===== src/rtl/theta_col_seq.sv =====
// Column-parity sequencer: walks the 25 lanes of a 5x5 state through a granted
// read port and accumulates C[x] = XOR over y of lane(x,y).
module theta_col_seq #(
  parameter int LANE_W = 32
) (
  input  logic              i_clk,
  input  logic              i_rst_n,
  input  logic              i_start,
  output logic              o_busy,
  output logic              o_done,
  output logic              o_rd_en,
  output logic [4:0]        o_rd_addr,
  input  logic              i_rd_gnt,
  input  logic [LANE_W-1:0] i_rd_data,
  output logic [LANE_W-1:0] o_C [0:4]
);

  localparam logic [1:0] IDLE  = 2'd0;
  localparam logic [1:0] READ  = 2'd1;
  localparam logic [1:0] DRAIN = 2'd2;
  localparam logic [1:0] DONE  = 2'd3;

  logic [1:0]        state_q, state_d;
  logic [4:0]        cnt_q, cnt_d;
  logic [2:0]        col_q, col_d;
  logic              acc_q, acc_d;
  logic [2:0]        acc_col_q, acc_col_d;
  logic [LANE_W-1:0] c_q [0:4];
  logic [LANE_W-1:0] c_d [0:4];
  logic              rd_fire;

  assign rd_fire = (state_q == READ) && i_rd_gnt;

  always_comb begin
    state_d   = state_q;
    cnt_d     = cnt_q;
    col_d     = col_q;
    acc_d     = rd_fire;
    acc_col_d = col_q;
    c_d       = c_q;

    // Lane data arrives one cycle after its accepted read; fold it into its column.
    for (int unsigned x = 0; x < 5; x++) begin
      if (acc_q && (acc_col_q == 3'(x))) begin
        c_d[x] = c_q[x] ^ i_rd_data;
      end
    end

    case (state_q)
      IDLE: begin
        if (i_start) begin
          state_d = READ;
          cnt_d   = '0;
          col_d   = '0;
          for (int unsigned x = 0; x < 5; x++) begin
            c_d[x] = '0;
          end
        end
      end
      READ: begin
        if (i_rd_gnt) begin
          if (cnt_q == 5'd24) begin
            cnt_d   = '0;
            col_d   = '0;
            state_d = DRAIN;
          end else begin
            cnt_d = cnt_q + 5'd1;
            col_d = (col_q == 3'd4) ? 3'd0 : col_q + 3'd1;
          end
        end
      end
      DRAIN:   state_d = DONE;
      DONE:    state_d = IDLE;
      default: state_d = IDLE;
    endcase
  end

  always_ff @(posedge i_clk or negedge i_rst_n) begin
    if (!i_rst_n) begin
      state_q   <= IDLE;
      cnt_q     <= '0;
      col_q     <= '0;
      acc_q     <= 1'b0;
      acc_col_q <= '0;
      for (int unsigned x = 0; x < 5; x++) begin
        c_q[x] <= '0;
      end
    end else begin
      state_q   <= state_d;
      cnt_q     <= cnt_d;
      col_q     <= col_d;
      acc_q     <= acc_d;
      acc_col_q <= acc_col_d;
      for (int unsigned x = 0; x < 5; x++) begin
        c_q[x] <= c_d[x];
      end
    end
  end

  assign o_busy    = (state_q != IDLE);
  assign o_done    = (state_q == DONE);
  assign o_rd_en   = (state_q == READ);
  assign o_rd_addr = cnt_q;
  assign o_C       = c_q;

endmodule


===== config.mk =====
export PLATFORM = sky130hd
export DESIGN_NAME = theta_col_seq
export DESIGN_NICKNAME = d
export VERILOG_FILES = /design/src/rtl/theta_col_seq.sv
export SDC_FILE = /design/constraint.sdc
export NUM_CORES = 1
export LEC_CHECK = 0
export ABC_AREA = 1
export CAP_MARGIN = 20
export CORE_MARGIN = 3
export CORE_UTILIZATION = 54
export DETAILED_ROUTE_END_ITERATION = 8
export PLACE_DENSITY = 0.86
export SKIP_CTS_REPAIR_TIMING = 1
export SYNTH_ARGS = -nofsm -noshare
export SYNTH_HDL_FRONTEND = slang
export SYNTH_SLANG_ARGS = --single-unit

===== constraint.sdc =====
create_clock -name i_clk -period 2.9 [get_ports i_clk]
set_clock_uncertainty 0.1 [all_clocks]
set_input_delay 0.87 -clock i_clk [delete_from_list [all_inputs] [get_ports i_clk]]
set_output_delay 0.87 -clock i_clk [all_outputs]
set_load 0.01 [all_outputs]

==> metrics <==
Post-DRT Antenna Nets 0; routed length on met2 11400 um; Max VDD drop 0.497 mV; Final Cycle Share 95.1%; CTS H-tree depth 4; Syn Nets 1114; FFs w/ async S/R, synth 100%; placed wire-length estimate 16200 um; Worst R2R Path Depth 6; layout cell share with drive strength beyond 1 5.82%; compound-cell area share of the yosys netlist 12.3%; initial drt markers 528; Area growth syn-to-layout 33.6%; first drt pass iteration count 6; r2r endpoint o_C[32]; clk sink count 174; largest net degree at the start of global routing 55; yosys warns 0; CP Launch Type register; clock slew at reported path FFs 0.06 ns; Power Density 797 nW/um2; IO buf count 203; FF-to-FF setup slack 0.89 ns; number of synthesized flops with an enable pin 0; die area 17300 um2; WHS 0.292 ns; main combinational cell family by area after synthesis simple AND/OR/NAND/NOR gates; max-cap viol count 0; clk root buf clkbuf_16; adder-cell area share of the yosys netlist 1.33%; WL final 23400 um; post-synthesis mux area share 0%; vias in the first global route 7933; cell accounting for the most synthesized area dfrtp_1; Worst Tran Pin Value 0.628 ns; Vias per Instance 5.30; Post-synth top flop dfrtp_1; top-area cell type share of the netlist area 51.2%; total grt overflow 0; Total GRT Usage 27.4%; num rows 45; crit path max fanout 4; fin crit period 2.76 ns; synth unique cells 21; diode count 0; # DRC 0; worst skew pair latency 0.42 ns; setup TNS 0 ns; critical path endpoint category primary output; Die Ht 131 um; DP Area 10700 um2; die span in x 131 um; Critical-path top delay cell clkdlybuf4s50_1; Lkg Pwr 5.63 nW; r2r startpoint acc_q; commonest cells in the netlist 251 x nand2_1, 176 x nor2_1, 174 x dfrtp_1, 132 x nand3_1, 114 x a21oi_1; Syn Area/Cell 7.95 um2; post-synthesis xor/xnor area fraction 0.618%; Worst slew margin 58.1%; Worst path max stage delay 0.53 ns; clk buf depth 2; worst min path class input port to async pin; initial core utilization 55.5%; synth top area cells dfrtp_1 51%, nand2_1 11%, nand3_1 7.8%, nor2_1 7.8%, a21oi_1 6.7%; maximum clock frequency 0.363 GHz; hold violation count in the final report 0; simple-gate area share of the yosys netlist 27.5%; final setup fails 0; DR top layer met4; Pins Over Slew Limit 0; synthesized instance count 1069; Storage cell area 4350 um2; outcome finished, final reports clean; nets 1305; critical path class register to primary output; Crit path arrival time 1.79 ns; Crit path top cell by count inv_1; Yosys reg bits 174; sequential area share after synthesis 51.2%; CTS buffer count 17; Finished Core Util 74.2%; Wirelength per Cell 15.8 um; Synth Cell Area 8500 um2; wire length on met3 1680 um; initial antenna violation count 0; Worst EP required 1.93 ns; RSZ-0062 raised after global routing no; fillers 1147; TritonCTS clock tree yes; CP cell instances inv_1 -> ha_1 -> inv_1 -> clkdlybuf4s50_1; Placer Congestion 0.792; DRT met1 WL 9660 um; core area 15300 um2; most common cell in the netlist nand2_1; area of the multi-input gates 3560 um2; first-pass GRT wire length 38800 um; # IOs 204; vias 7859; post-route cell area 11400 um2
==> stage by stage <==
step           instances  power [mW]  worst slack (ns)
4_1_cts             1483        9.09             0.123
3_5_place_dp        1452        6.64             0.573
3_3_place_gp        1452        6.52             0.614
5_1_grt             1483        9.59            0.0769
2_1_floorplan       1069        5.09              1.14
6_report            1483        9.05             0.142
==> kinds of logic (layout without fill, tap and decap cells) <==
group | count (synthesis) | count (layout)
AND/OR/NAND/NOR | 570 | 570
flip-flops | 174 | 174
AO/OA/AOI/OAI | 176 | 176
buffers and inverters | 134 | 337
XOR/XNOR | 6 | 6
adder cells (fa/ha/maj) | 9 | 9
==> area by class of cell <==
class	count	area share [%]
clock buffer	21	4.14
clock inverter	10	1.42
inverter	80	2.64
multi-input combinational	761	31.4
sequential	174	38.3
tap	211	2.32
timing repair buffer	226	19.8
==> critical path: cells and delay by family, from the launching register on <==
kind                     cells  cell delay [ns]
adder cells (fa/ha/maj)      1             0.27
buffers and inverters        3             0.71
flip-flops                   1             0.39
==> layout by cell type, fill, tap and decap left out, types with 5 or more instances in the layout <==
cell / instances
a21oi_1: 114
buf_4: 20
clkbuf_16: 17
clkdlybuf4s50_1: 202
dfrtp_1: 174
ha_1: 9
inv_1: 76
nand2_1: 250
nand3_1: 132
nand4_1: 5
nor2_1: 176
o21ai_0: 9
o21bai_1: 44
o21bai_2: 9
xor2_1: 6
==> per-layer routing <==
metal / GRT usage, % / vias to the layer above
met4: 11.0 / 0
li1: - / 3822
met2: 46.0 / 248
met3: 7.43 / 44
met5: 0 / -
met1: 33.7 / 3745
==> power breakdown <==
group	internal, mW	switching (mW)
logic	1.38	1.99
registers	2.86	0.385
clock network	1.50	0.932
==> flip-flops by register name (all words and copies together), names as in the netlist <==
signal	flops
state_q	2
acc_col_q	3
o_rd_addr	5
acc_col_d	3
o_C	160
acc_q	1
==> worst max path at each step <==
stage                     from  endpoint  slack, ns  cells past startpoint
detailed placement  state_q[0]    o_busy       0.57                      4
CTS                 state_q[0]    o_busy       0.12                      4
global placement    state_q[0]    o_busy       0.61                      4
floorplan              i_start  o_C[132]       1.14                      5
finish              state_q[0]    o_busy       0.14                      4
global route        state_q[0]    o_busy       0.08                      4
Note: power is estimated with default switching activity, not from simulation.
